`config.mk`:
```
export PLATFORM = sky130hd
export DESIGN_NAME = mult_sched_kca
export DESIGN_NICKNAME = d
export VERILOG_FILES = /design/src/rtl/mult_sched_kca_pkg.sv /design/src/rtl/rr_pick_kca.sv /design/src/rtl/mult_sched_kca.sv
export SDC_FILE = /design/constraint.sdc
export NUM_CORES = 1
export LEC_CHECK = 0
export BUFFER_PORTS_ARGS = -buffer_cell sky130_fd_sc_hd__buf_2
export CAP_MARGIN = 20
export CELL_PAD_IN_SITES_DETAIL_PLACEMENT = 0
export CELL_PAD_IN_SITES_GLOBAL_PLACEMENT = 2
export CORE_ASPECT_RATIO = 1.4
export CORE_MARGIN = 2
export CORE_UTILIZATION = 25
export CTS_CLUSTER_DIAMETER = 200
export DETAILED_ROUTE_END_ITERATION = 10
export MAX_ROUTING_LAYER = met4
export PLACE_DENSITY_LB_ADDON = 0.25
export SLEW_MARGIN = 0
export SYNTH_ARGS = -nofsm -noshare
export SYNTH_HDL_FRONTEND = slang
export SYNTH_HIERARCHICAL = 1
export SYNTH_SLANG_ARGS = --single-unit
export TNS_END_PERCENT = 50
```
`constraint.sdc`:
```
create_clock -name Clock -period 3.05 [get_ports Clock]
set_input_delay 0.61 -clock Clock [delete_from_list [all_inputs] [get_ports Clock]]
set_output_delay 0.61 -clock Clock [all_outputs]
set_load 0.02 [all_outputs]
```
`src/rtl/mult_sched_kca_pkg.sv`:
```
// Shared definitions for the multiplier scheduler.
//   - State encoding of the scheduler FSM. The raw constants are kept for
//     legacy code that compares against plain bit patterns.
//   - DEFAULT_WIDTH: default operand width.
//   - prod_w(): width of the multiplier product (2*WIDTH+1).
package mult_sched_kca_pkg;

    localparam int DEFAULT_WIDTH = 8;

    localparam logic [1:0] ST_IDLE_ENC   = 2'd0;
    localparam logic [1:0] ST_LAUNCH_ENC = 2'd1;
    localparam logic [1:0] ST_WAIT_ENC   = 2'd2;
    localparam logic [1:0] ST_DONE_ENC   = 2'd3;

    typedef enum logic [1:0] {
        ST_IDLE   = ST_IDLE_ENC,
        ST_LAUNCH = ST_LAUNCH_ENC,
        ST_WAIT   = ST_WAIT_ENC,
        ST_DONE   = ST_DONE_ENC
    } state_e;

    function automatic int prod_w(input int width);
        return 2 * width + 1;
    endfunction

endpackage

```
`src/rtl/rr_pick_kca.sv`:
```
// Combinational round-robin picker.
// Ports:
//   req_i   [N_REQ]  request levels
//   last_i  [IDX_W]  index of the most recently served requester
//   grant_o [IDX_W]  first requester with a set bit, searching circularly
//                    from (last_i+1) mod N_REQ
//   valid_o          at least one request is set
module rr_pick_kca
    import mult_sched_kca_pkg::*;
#(
    parameter int N_REQ = 4,
    parameter int IDX_W = (N_REQ > 1) ? $clog2(N_REQ) : 1
) (
    input  logic [N_REQ-1:0] req_i,
    input  logic [IDX_W-1:0] last_i,
    output logic [IDX_W-1:0] grant_o,
    output logic             valid_o
);

    logic [IDX_W-1:0] cand;

    // Walk the circular distance from far to near so that the nearest
    // requester after last_i is the one left standing.
    always_comb begin
        grant_o = '0;
        valid_o = 1'b0;
        cand    = '0;
        for (int k = N_REQ; k >= 1; k--) begin
            cand = IDX_W'((int'(last_i) + k) % N_REQ);
            if (req_i[cand]) begin
                grant_o = cand;
                valid_o = 1'b1;
            end
        end
    end

endmodule

```
`src/rtl/mult_sched_kca.sv`:
```
// Round-robin scheduler sharing one Multiplicador_KCA among N_REQ requesters.
// Ports:
//   Clock, Reset        clock, synchronous active-high reset
//   Req[N_REQ]          request levels; OpA/OpB hold N_REQ flattened operands
//   Done[N_REQ]         one-cycle completion pulse to the served requester
//   Result              product of the last completed job (held)
//   Error               one-cycle timeout pulse, coincident with Done
//   M_Start, M_Multiplicando, M_Multiplicador   drive the shared multiplier
//   M_Ready, M_Producto                          multiplier status and product
// Optional feature: define MULT_SCHED_TIMEOUT_EN to enable a WAIT watchdog of
// TIMEOUT_CYCLES cycles; otherwise WAIT waits forever and Error is tied 0.
module mult_sched_kca
    import mult_sched_kca_pkg::*;
#(
    parameter int N_REQ          = 4,
    parameter int WIDTH          = DEFAULT_WIDTH,
    parameter int TIMEOUT_CYCLES = 64
) (
    input  logic                     Clock,
    input  logic                     Reset,
    input  logic [N_REQ-1:0]         Req,
    input  logic [N_REQ*WIDTH-1:0]   OpA,
    input  logic [N_REQ*WIDTH-1:0]   OpB,
    output logic [N_REQ-1:0]         Done,
    output logic [prod_w(WIDTH)-1:0] Result,
    output logic                     Error,
    output logic                     M_Start,
    output logic [WIDTH-1:0]         M_Multiplicando,
    output logic [WIDTH-1:0]         M_Multiplicador,
    input  logic                     M_Ready,
    input  logic [prod_w(WIDTH)-1:0] M_Producto
);

    localparam int PW    = prod_w(WIDTH);
    localparam int IDX_W = (N_REQ > 1) ? $clog2(N_REQ) : 1;

    state_e           state_q, state_d;
    logic [IDX_W-1:0] idx_q, idx_d;
    logic [IDX_W-1:0] last_q, last_d;
    logic [WIDTH-1:0] opa_q, opa_d;
    logic [WIDTH-1:0] opb_q, opb_d;
    logic             start_q, start_d;
    logic [N_REQ-1:0] done_q, done_d;
    logic [PW-1:0]    result_q, result_d;
    logic             busy_seen_q, busy_seen_d;

    logic [IDX_W-1:0] pick_idx;
    logic             pick_vld;

`ifdef MULT_SCHED_TIMEOUT_EN
    localparam int WD_W = $clog2(TIMEOUT_CYCLES + 1);
    logic [WD_W-1:0] wd_q, wd_d;
    logic            err_q, err_d;
`endif

    rr_pick_kca #(
        .N_REQ (N_REQ),
        .IDX_W (IDX_W)
    ) u_pick (
        .req_i   (Req),
        .last_i  (last_q),
        .grant_o (pick_idx),
        .valid_o (pick_vld)
    );

    always_comb begin
        state_d     = state_q;
        idx_d       = idx_q;
        last_d      = last_q;
        opa_d       = opa_q;
        opb_d       = opb_q;
        start_d     = 1'b0;
        done_d      = '0;
        result_d    = result_q;
        busy_seen_d = busy_seen_q;
`ifdef MULT_SCHED_TIMEOUT_EN
        wd_d        = wd_q;
        err_d       = 1'b0;
`endif
        case (state_q)
            ST_IDLE: begin
                // Latch operands here so they are already stable on the
                // multiplier port during the Start cycle.
                if (pick_vld) begin
                    idx_d   = pick_idx;
                    opa_d   = OpA[int'(pick_idx)*WIDTH +: WIDTH];
                    opb_d   = OpB[int'(pick_idx)*WIDTH +: WIDTH];
                    start_d = 1'b1;
                    state_d = ST_LAUNCH;
                end
            end
            ST_LAUNCH: begin
                busy_seen_d = 1'b0;
`ifdef MULT_SCHED_TIMEOUT_EN
                wd_d        = '0;
`endif
                state_d     = ST_WAIT;
            end
            ST_WAIT: begin
                // Ready may still be high from the previous job; only a rise
                // after an observed busy phase marks completion.
                if (M_Ready && busy_seen_q) begin
                    result_d      = M_Producto;
                    done_d[idx_q] = 1'b1;
                    state_d       = ST_DONE;
                end else begin
                    if (!M_Ready) begin
                        busy_seen_d = 1'b1;
                    end
`ifdef MULT_SCHED_TIMEOUT_EN
                    if (wd_q == WD_W'(TIMEOUT_CYCLES - 1)) begin
                        result_d      = '0;
                        done_d[idx_q] = 1'b1;
                        err_d         = 1'b1;
                        state_d       = ST_DONE;
                    end else begin
                        wd_d = wd_q + 1'b1;
                    end
`endif
                end
            end
            ST_DONE: begin
                last_d  = idx_q;
                state_d = ST_IDLE;
            end
            default: state_d = ST_IDLE;
        endcase
    end

    always_ff @(posedge Clock) begin
        if (Reset) begin
            state_q     <= ST_IDLE;
            idx_q       <= '0;
            last_q      <= IDX_W'(N_REQ - 1);
            opa_q       <= '0;
            opb_q       <= '0;
            start_q     <= 1'b0;
            done_q      <= '0;
            result_q    <= '0;
            busy_seen_q <= 1'b0;
`ifdef MULT_SCHED_TIMEOUT_EN
            wd_q        <= '0;
            err_q       <= 1'b0;
`endif
        end else begin
            state_q     <= state_d;
            idx_q       <= idx_d;
            last_q      <= last_d;
            opa_q       <= opa_d;
            opb_q       <= opb_d;
            start_q     <= start_d;
            done_q      <= done_d;
            result_q    <= result_d;
            busy_seen_q <= busy_seen_d;
`ifdef MULT_SCHED_TIMEOUT_EN
            wd_q        <= wd_d;
            err_q       <= err_d;
`endif
        end
    end

    assign Done            = done_q;
    assign Result          = result_q;
    assign M_Start         = start_q;
    assign M_Multiplicando = opa_q;
    assign M_Multiplicador = opb_q;
`ifdef MULT_SCHED_TIMEOUT_EN
    assign Error           = err_q;
`else
    assign Error           = 1'b0;
`endif

endmodule

```
==> results of run 1 <==
==> cell type report <==
| class | count | area share |
|---|---|---|
| well taps | 105 | 0.0428 |
| inverters | 3 | 0.00367 |
| repair buffers | 127 | 0.209 |
| clock inverters | 2 | 0.0126 |
| clock buffers | 6 | 0.0420 |
| multi-input cells | 186 | 0.397 |
| flip-flops and latches | 45 | 0.294 |
==> metal layers <==
metal	vias to the layer above	part of all wire
met5	-	0
met4	0	0.0038
met3	2	0.071
met2	85	0.47
met1	918	0.45
li1	1091	-
==> cell usage after synthesis, drive strengths merged (2+ instances only) <==
cell type / instances / area [sq um]
a211o: 2 / 17.5
a21oi: 25 / 129
a22oi: 16 / 120
and4b: 2 / 20.0
buf: 14 / 109
clkbuf: 3 / 11.3
dfxtp: 45 / 901
ha: 6 / 75.1
inv: 3 / 11.3
mux2: 32 / 360
mux2i: 2 / 20.0
nand2: 71 / 267
nand2b: 5 / 31.3
nand3: 3 / 15.0
nor2: 5 / 18.8
nor2b: 3 / 18.8
nor4b: 2 / 17.5
==> cell families after synthesis <==
logic type	share of synthesized area
flip-flops	0.402
other	0.00168
multiplexers	0.170
AND/OR/NAND/NOR	0.195
buffers and inverters	0.0587
AO/OA/AOI/OAI	0.139
adder cells (fa/ha/maj)	0.0335
==> where the power goes <==
part / internal [mW] / leakage, nW / switching [mW]
clock network: 0.389 / 0.0810 / 0.232
registers: 0.696 / 0.367 / 0.0643
logic: 0.284 / 1.02 / 0.388
total: 1.37 / 1.47 / 0.684
==> tightest hold or removal path, stage by stage, from the launching register on <==
cell and delay [ns]:
dfxtp_1 0.31, nand2_1 0.05, nand2_1 0.04
==> state kept, by name, indices dropped and copies added, names as in the netlist <==
signal,flops
idx_q,2
M_Multiplicador,8
Result,17
state_q,2
M_Multiplicando,8
Done,4
busy_seen_q,1
M_Start,1
last_q,2
==> final timing paths <==
check	from	to	slack (ns)
setup / recovery	Req[2]	M_Multiplicador[5]	0.99
hold / removal	M_Multiplicador[0]	M_Multiplicador[0]	0.43
setup reg to reg	last_q[1]	M_Multiplicador[5]	1.06
hold reg to reg	M_Multiplicador[0]	M_Multiplicador[0]	0.43
==> flow_metrics.py, run 1 <==
metrics = {
    "status": {
        "outcome": "finished, final reports clean",
    },
    "floorplanning": {
        "row_count": 40,
        "ios": 127,
        "design.die.area_sq_mm": 0.00974,
        "die_h_microns": 116,
        "core_region_area_sq_mm": 0.00866,
        "die_x_microns": 84.0,
        "start_util": 0.259,
    },
    "worst_setup_path": {
        "crit_buf_inv": 2,
        "cp_max_fo": 32,
        "critical_path.cell_chain": "buf_2, and2b_1, a21oi_2, o221ai_4, buf_4, mux2_1, a22oi_1, nand2_1",
        "critPathTopFamily": "buffers and inverters",
        "criticalPathCategory": "in2reg",
        "cp_data_required_time_ns": 3.22,
        "r2r_cells": 7,
        "cp_slowest_cell": "buf_4",
        "cp-end-kind": "flip-flop",
        "path_depth": 8,
        "cpPeakStageDelay_ns": 0.39,
        "cp-start-kind": "input port",
        "worstPathArrival_ns": 2.23,
    },
    "timing": {
        "relSlewSlack": 0.461,
        "period_share": 0.674,
        "timing.hold.ws_ns": 0.433,
        "finalCriticalPeriod_ns": 2.06,
        "rsz0062_at_grt": "false",
        "timing.fmax_ghz": 0.486,
        "worst_pin_slew_ns": 0.806,
        "finalSetupViolations": 0,
        "skew_ns": 0.00738,
        "finalMaxSlewViolations": 0,
        "setup_ws_ns": 0.994,
        "hold_violations": 0,
        "final.setup.tns_ns": 0,
    },
    "clock_tree": {
        "clockBufferDepth": 2,
        "cts.clk_slew.worst_paths_ns": 0.07,
        "cts_tree": "yes",
        "root_buffer": "clkbuf_16",
        "clk_latency_ns": 0.28,
        "htreeDepth": 2,
        "cts_hold_buf": 0,
        "cts_resized": 0,
        "cts_made_buffers": 5,
        "cts_sinks": 45,
        "post-cts-setup-buffers": 0,
    },
    "routing": {
        "totalWireLength_mm": 6.00,
        "ant_nets": 0,
        "dr.pass1.iters": 4,
        "drtIter0Drc": 52,
        "routedWlPerCell_microns": 12.7,
        "num_vias": 2096,
        "remaining_drc_errors": 0,
        "viasPerCell": 4.42,
    },
    "cells_and_area": {
        "area_growth_pct": 37.1,
        "fin_cells": 474,
        "final_core_util": 0.354,
        "n_antenna_cell": 0,
        "multi_input_area_sq_mm": 0.00122,
        "layout_common_cells": "buf_2, nand2_1, dfxtp_1",
        "stdcell_area_sq_mm": 0.00307,
        "layout_commonest_cell": "buf_2",
        "seq_area_sq_um": 901,
        "fillers": 943,
        "fin_nets": 462,
        "layout-drive-gt1-share": 0.436,
    },
    "min_path": {
        "min_path_type": "reg2reg",
        "min_path_cells": 2,
    },
    "logic_synthesis": {
        "ys_ff_latch": 45,
        "synth_flop_cell": "dfxtp_1",
        "yosysWarnings": 6,
        "synth-seq-area-share": 0.402,
        "synth_edf_count": 0,
        "synth_area_per_cell_sq_um": 8.92,
        "syn-instance-count": 251,
        "async_flop_share": 0,
        "synth_fp_nets": 345,
        "synthesis.area_sq_mm": 0.00224,
        "synthDistinctLibCells": 33,
    },
    "global_route": {
        "busiest_layer": "met2",
        "grt_pass1_wl_mm": 9.81,
        "grt_use_met3": 0.0299,
        "grt_pass1_vias": 2131,
        "antenna_found_initial": 0,
        "track_usage": 0.128,
        "grt_overflow": 0,
        "grt.met1_usage": 0.151,
        "use_met2": 0.223,
        "grt_max_degree": 35,
    },
    "power_and_ir_drop": {
        "ir_drop_v": 0.000243,
        "power-per-cell-area_mw_per_mm2": 669,
        "power_mw": 2.05,
        "power.leakage_nw": 1.47,
    },
    "placement": {
        "post-place-ws_ns": 0.683,
        "dp_hpwl_mm": 4.35,
        "numPlacedInstances": 466,
        "port_buffers": 125,
        "dpl_cell_area_sq_mm": 0.00290,
        "routabilityCongestion": 0.664,
    },
    "flow_run": {
        "max_cap_viol_count": 0,
    },
}
Power figures use the tool's default switching activity.
==> run 2, diff against run 1 <==
Settings changed: CORE_UTILIZATION 25 to 24.
Clock period 3.05 ns to 1.9 ns, I/O delays scaled along.
==> run 2 against run 1 <==
  * Final cell count increased by 1.1%
  * Total power is 53% higher
  * Register-to-register slack worse by 0.91 ns
  * Combinational power grew 62%
  * Critical path type is now reg2reg
  * Critical endpoint is now M_Multiplicando[2]
  * Largest cell class unchanged
  * Largest power group unchanged
  * Highest routed layer unchanged
==> flow_metrics.py, run 2 (same netlist as run 1, synthesis figures left out) <==
metrics = {
    "floorplanning": {
        "start_util": 0.248,
        "die_x_microns": 85.6,
        "design.die.area_sq_mm": 0.0101,
        "row_count": 41,
        "ios": 127,
        "die_h_microns": 118,
        "core_region_area_sq_mm": 0.00903,
    },
    "routing": {
        "viasPerCell": 4.47,
        "num_vias": 2141,
        "drtIter0Drc": 94,
        "ant_nets": 0,
        "totalWireLength_mm": 6.12,
        "routedWlPerCell_microns": 12.8,
        "dr.pass1.iters": 4,
        "remaining_drc_errors": 0,
    },
    "cells_and_area": {
        "layout-drive-gt1-share": 0.444,
        "layout_common_cells": "buf_2, nand2_1, dfxtp_1",
        "fin_nets": 465,
        "largest_reg_flops": 17,
        "stdcell_area_sq_mm": 0.00308,
        "fin_cells": 479,
        "area_growth_pct": 37.5,
        "final_core_util": 0.341,
        "n_antenna_cell": 0,
        "layout_commonest_cell": "buf_2",
    },
    "global_route": {
        "grt_overflow": 0,
        "grt_pass1_vias": 1991,
        "track_usage": 0.120,
        "grt_max_degree": 34,
        "grt_pass1_wl_mm": 9.43,
        "antenna_found_initial": 0,
    },
    "clock_tree": {
        "cts_made_buffers": 5,
        "cts_tree": "yes",
        "clockBufferDepth": 2,
        "cts.clk_slew.worst_paths_ns": 0.06,
        "clk_latency_ns": 0.28,
        "cts_sinks": 45,
        "htreeDepth": 2,
        "root_buffer": "clkbuf_16",
    },
    "placement": {
        "numPlacedInstances": 471,
        "dp_hpwl_mm": 4.61,
        "dpl_cell_area_sq_mm": 0.00294,
        "routabilityCongestion": 0.703,
        "port_buffers": 125,
    },
    "min_path": {
        "holdPathEnd": "Result[11]",
        "min_from": "M_Producto[11]",
        "min_path_type": "in2reg",
        "min_path_cells": 3,
    },
    "power_and_ir_drop": {
        "p_sw_mw": 1.07,
        "ir_drop_v": 0.000345,
        "power-per-cell-area_mw_per_mm2": 1020,
        "internal_power_mw": 2.08,
        "power.leakage_nw": 1.47,
        "seq_power_share": 0.390,
        "clockPowerShare": 0.262,
        "switching_share": 0.339,
        "power_frac_comb": 0.348,
    },
    "timing": {
        "finalCriticalPeriod_ns": 1.75,
        "finalMaxSlewViolations": 0,
        "skew_ns": 0.00187,
        "rsz0062_at_grt": "false",
        "timing.hold.ws_ns": 0.334,
        "timing.fmax_ghz": 0.570,
        "hold_violations": 0,
        "finalSetupViolations": 0,
        "period_share": 0.924,
    },
    "worst_setup_path": {
        "cp_data_required_time_ns": 2.07,
        "rrSetupSlack_ns": 0.15,
        "worstReg2RegEnd": "M_Multiplicando[2]",
        "crit_start": "last_q[1]",
        "cp_max_fo": 33,
        "worstPathArrival_ns": 1.93,
        "cp-end-kind": "flip-flop",
        "reg2reg_from": "last_q[1]",
        "r2r_cells": 7,
        "cp-start-kind": "flip-flop",
        "criticalPathCategory": "reg2reg",
    },
    "flow_run": {
        "max_cap_viol_count": 0,
    },
    "status": {
        "outcome": "finished, final reports clean",
    },
}
==> run 2: worst max-delay path by stage <==
| stage | end | depth (start not counted) |
|---|---|---|
| finish | M_Multiplicando[2] | 7 |
| global route | M_Multiplicando[2] | 7 |
| CTS | M_Multiplicando[2] | 6 |
| detailed placement | M_Multiplicando[2] | 7 |
| global placement | M_Multiplicando[2] | 8 |
| floorplan | M_Multiplicador[6] | 8 |
==> run 2: metrics by stage <==
| step | worst slack [ns] | power [mW] | TNS, ns |
|---|---|---|---|
| 2_1_floorplan | 0.184 | 2.01 | 0 |
| 3_3_place_gp | -0.0351 | 2.35 | -0.218 |
| 3_5_place_dp | -0.100 | 2.36 | -1.18 |
| 4_1_cts | 0.00628 | 3.22 | 0 |
| 5_1_grt | 0.0137 | 3.38 | 0 |
| 6_report | 0.145 | 3.14 | 0 |
==> run 2: what timing repair did <==
action	4_1_cts	5_1_grt
endpoints found under the setup margin	0	16
hold buffers	0	0
gates resized for setup	0	3
buffers inserted	0	0
hold endpoints to repair	0	0
==> run 2: critical path: stages, from the launching register on <==
cell,delay [ns]
dfxtp_2,0.38
nand2b_1,0.13
a21oi_2,0.07
o221ai_4,0.19
buf_12,0.23
mux2_2,0.35
a22oi_1,0.19
nand2_1,0.07
==> run 2: power groups by stage <==
stage / Combinational, mW / Sequential [mW] / Clock [mW]
floorplan: 0.612 / 1.40 / 0
global placement: 1.11 / 1.24 / 0
detailed placement: 1.11 / 1.25 / 0
global route: 1.21 / 1.25 / 0.912
CTS: 1.11 / 1.23 / 0.876
finish: 1.09 / 1.23 / 0.824
==> run 2: routing by layer <==
metal | GRT usage | part of all wire | vias up
li1 | - | - | 1105
met1 | 0.133 | 0.41 | 932
met2 | 0.205 | 0.48 | 98
met3 | 0.0384 | 0.10 | 6
met4 | 0.0357 | 0.011 | 0
met5 | - | 0 | -
==> run 2: cell type report <==
cell class	count	area (sq um)
fill	979	5950
multi-input combinational	186	1220
sequential	45	902
timing repair buffer	130	676
clock buffer	8	136
tap	107	134
inverter	3	11.3
==> run 3, diff against run 2 <==
Settings changed: CORE_ASPECT_RATIO 1.4 to 2.
==> run 3 against run 2 <==
  * Hold slack got worse by 0.0081 ns
  * Wire length rose by 4.7%
  * Clock skew rose by 0.0037 ns
  * Count of clock-buffer cells in the layout fell by 1
  * Die area rose by 0.35%
  * Critical path type unchanged
==> flow_metrics.py, run 3 (same netlist as run 1, synthesis figures left out) <==
metrics = {
    "floorplanning": {
        "die_x_microns": 72.3,
        "die_h_microns": 141,
        "row_count": 49,
        "core_region_area_sq_mm": 0.00901,
        "ios": 127,
        "design.die.area_sq_mm": 0.0102,
        "start_util": 0.248,
    },
    "power_and_ir_drop": {
        "power_frac_comb": 0.329,
        "switching_share": 0.327,
        "ir_drop_v": 0.000609,
        "internal_power_mw": 2.25,
        "power-per-cell-area_mw_per_mm2": 1070,
        "clockPowerShare": 0.305,
        "seq_power_share": 0.366,
        "power.leakage_nw": 1.50,
        "p_sw_mw": 1.09,
    },
    "routing": {
        "top_layer_used": "met4",
        "met2WireLength_mm": 3.40,
        "dr_wl_met3_microns": 535,
        "wl_met1_mm": 2.35,
        "drtIter0Drc": 44,
        "ant_nets": 0,
        "num_vias": 2154,
        "viasPerCell": 4.53,
        "remaining_drc_errors": 0,
        "totalWireLength_mm": 6.41,
        "routedWlPerCell_microns": 13.5,
        "dr.pass1.iters": 4,
    },
    "global_route": {
        "grt_overflow": 0,
        "grt_max_degree": 32,
        "antenna_found_initial": 0,
        "grt_pass1_wl_mm": 9.96,
        "track_usage": 0.129,
        "grt_pass1_vias": 2175,
    },
    "min_path": {
        "min_path_cells": 3,
        "min_path_type": "in2reg",
    },
    "placement": {
        "routabilityCongestion": 0.715,
        "port_buffers": 125,
        "dp_hpwl_mm": 4.99,
        "numPlacedInstances": 468,
    },
    "cells_and_area": {
        "fin_nets": 467,
        "fillers": 977,
        "final_core_util": 0.347,
        "fin_cells": 476,
        "area_growth_pct": 39.6,
        "layout_common_cells": "buf_2, nand2_1, dfxtp_1",
        "layout_commonest_cell": "buf_2",
        "largest_reg_flops": 17,
        "layout-drive-gt1-share": 0.449,
        "n_antenna_cell": 0,
    },
    "clock_tree": {
        "htreeDepth": 2,
        "cts.clk_slew.worst_paths_ns": 0.06,
        "post-cts-setup-buffers": 0,
        "clk_latency_ns": 0.29,
        "clockBufferDepth": 2,
        "cts_tree": "yes",
        "cts_hold_buf": 0,
        "root_buffer": "clkbuf_16",
        "cts_sinks": 45,
        "cts_made_buffers": 5,
    },
    "timing": {
        "finalMaxSlewViolations": 0,
        "relSlewSlack": 0.574,
        "timing.fmax_ghz": 0.568,
        "finalSetupViolations": 0,
        "period_share": 0.927,
        "worst_pin_slew_ns": 0.639,
        "skew_ns": 0.00554,
        "hold_violations": 0,
        "rsz0062_at_grt": "false",
        "finalCriticalPeriod_ns": 1.76,
    },
    "flow_run": {
        "max_cap_viol_count": 0,
    },
    "status": {
        "outcome": "finished, final reports clean",
    },
    "worst_setup_path": {
        "r2r_cells": 6,
        "cp_max_fo": 25,
        "cp-start-kind": "flip-flop",
        "cp_data_required_time_ns": 2.08,
        "cp-end-kind": "flip-flop",
        "worstPathArrival_ns": 1.94,
        "criticalPathCategory": "reg2reg",
    },
}
## run 3: cell count changes in the layout (fill, tap and decap cells not counted), sizes merged
cell / previous run / this run
clkbuf: 8 / 7
buf: 130 / 132
bufinv: 0 / 1
## run 3: per-stage QoR
step                power (mW)  cell area (sq um)  setup WS (ns)  hold WS, ns  setup TNS [ns]
finish                    3.34               3130          0.139        0.326               0
global route              3.57               3130        0.00625        0.328               0
CTS                       3.42               3120        0.00471        0.321               0
detailed placement        2.38               2950        -0.0915        0.424          -0.713
global placement          2.36               2950        -0.0550        0.421          -0.253
floorplan                 2.01               2240          0.184        0.471               0
## run 3: worst paths after layout
check | slack [ns] | startpoint | end
max reg2reg | 0.14 | last_q[1] | M_Multiplicando[4]
min | 0.33 | M_Producto[5] | Result[5]
max | 0.14 | last_q[1] | M_Multiplicando[4]
min reg2reg | 0.43 | M_Multiplicando[1] | M_Multiplicando[1]
## run 3: power groups by stage
stage | sequential (mW) | combinational (mW) | clock [mW]
3_3_place_gp | 1.25 | 1.12 | 0
6_report | 1.22 | 1.10 | 1.02
3_5_place_dp | 1.25 | 1.13 | 0
4_1_cts | 1.23 | 1.13 | 1.06
5_1_grt | 1.25 | 1.23 | 1.09
2_1_floorplan | 1.40 | 0.612 | 0
## run 3: metal layers
layer  vias up  GRT usage
li1       1100          -
met1       948      0.124
met2        99      0.239
met3         7     0.0315
met4         0     0.0516
met5         -          -
## run 3: what timing repair did
item,CTS,global route
setup endpoints to repair,0,16
hold endpoints to repair,0,0
resized for setup,0,3
## run 3: area by class of cell
type	count	area [sq um]	area share
Clock buffer	7	143	0.0456
Multi-Input combinational cell	186	1220	0.390
Timing Repair Buffer	132	691	0.221
Inverter	3	11.3	0.00360
Clock inverter	1	30.0	0.00961
Tap cell	102	128	0.0408
Sequential cell	45	905	0.289
## run 3: worst max-delay path, cell delays in order (launching register included)
cell	delay (ns)
dfxtp_4	0.38
mux2i_1	0.29
o221ai_4	0.17
buf_12	0.19
mux2_1	0.33
a22oi_1	0.21
nand2_1	0.07
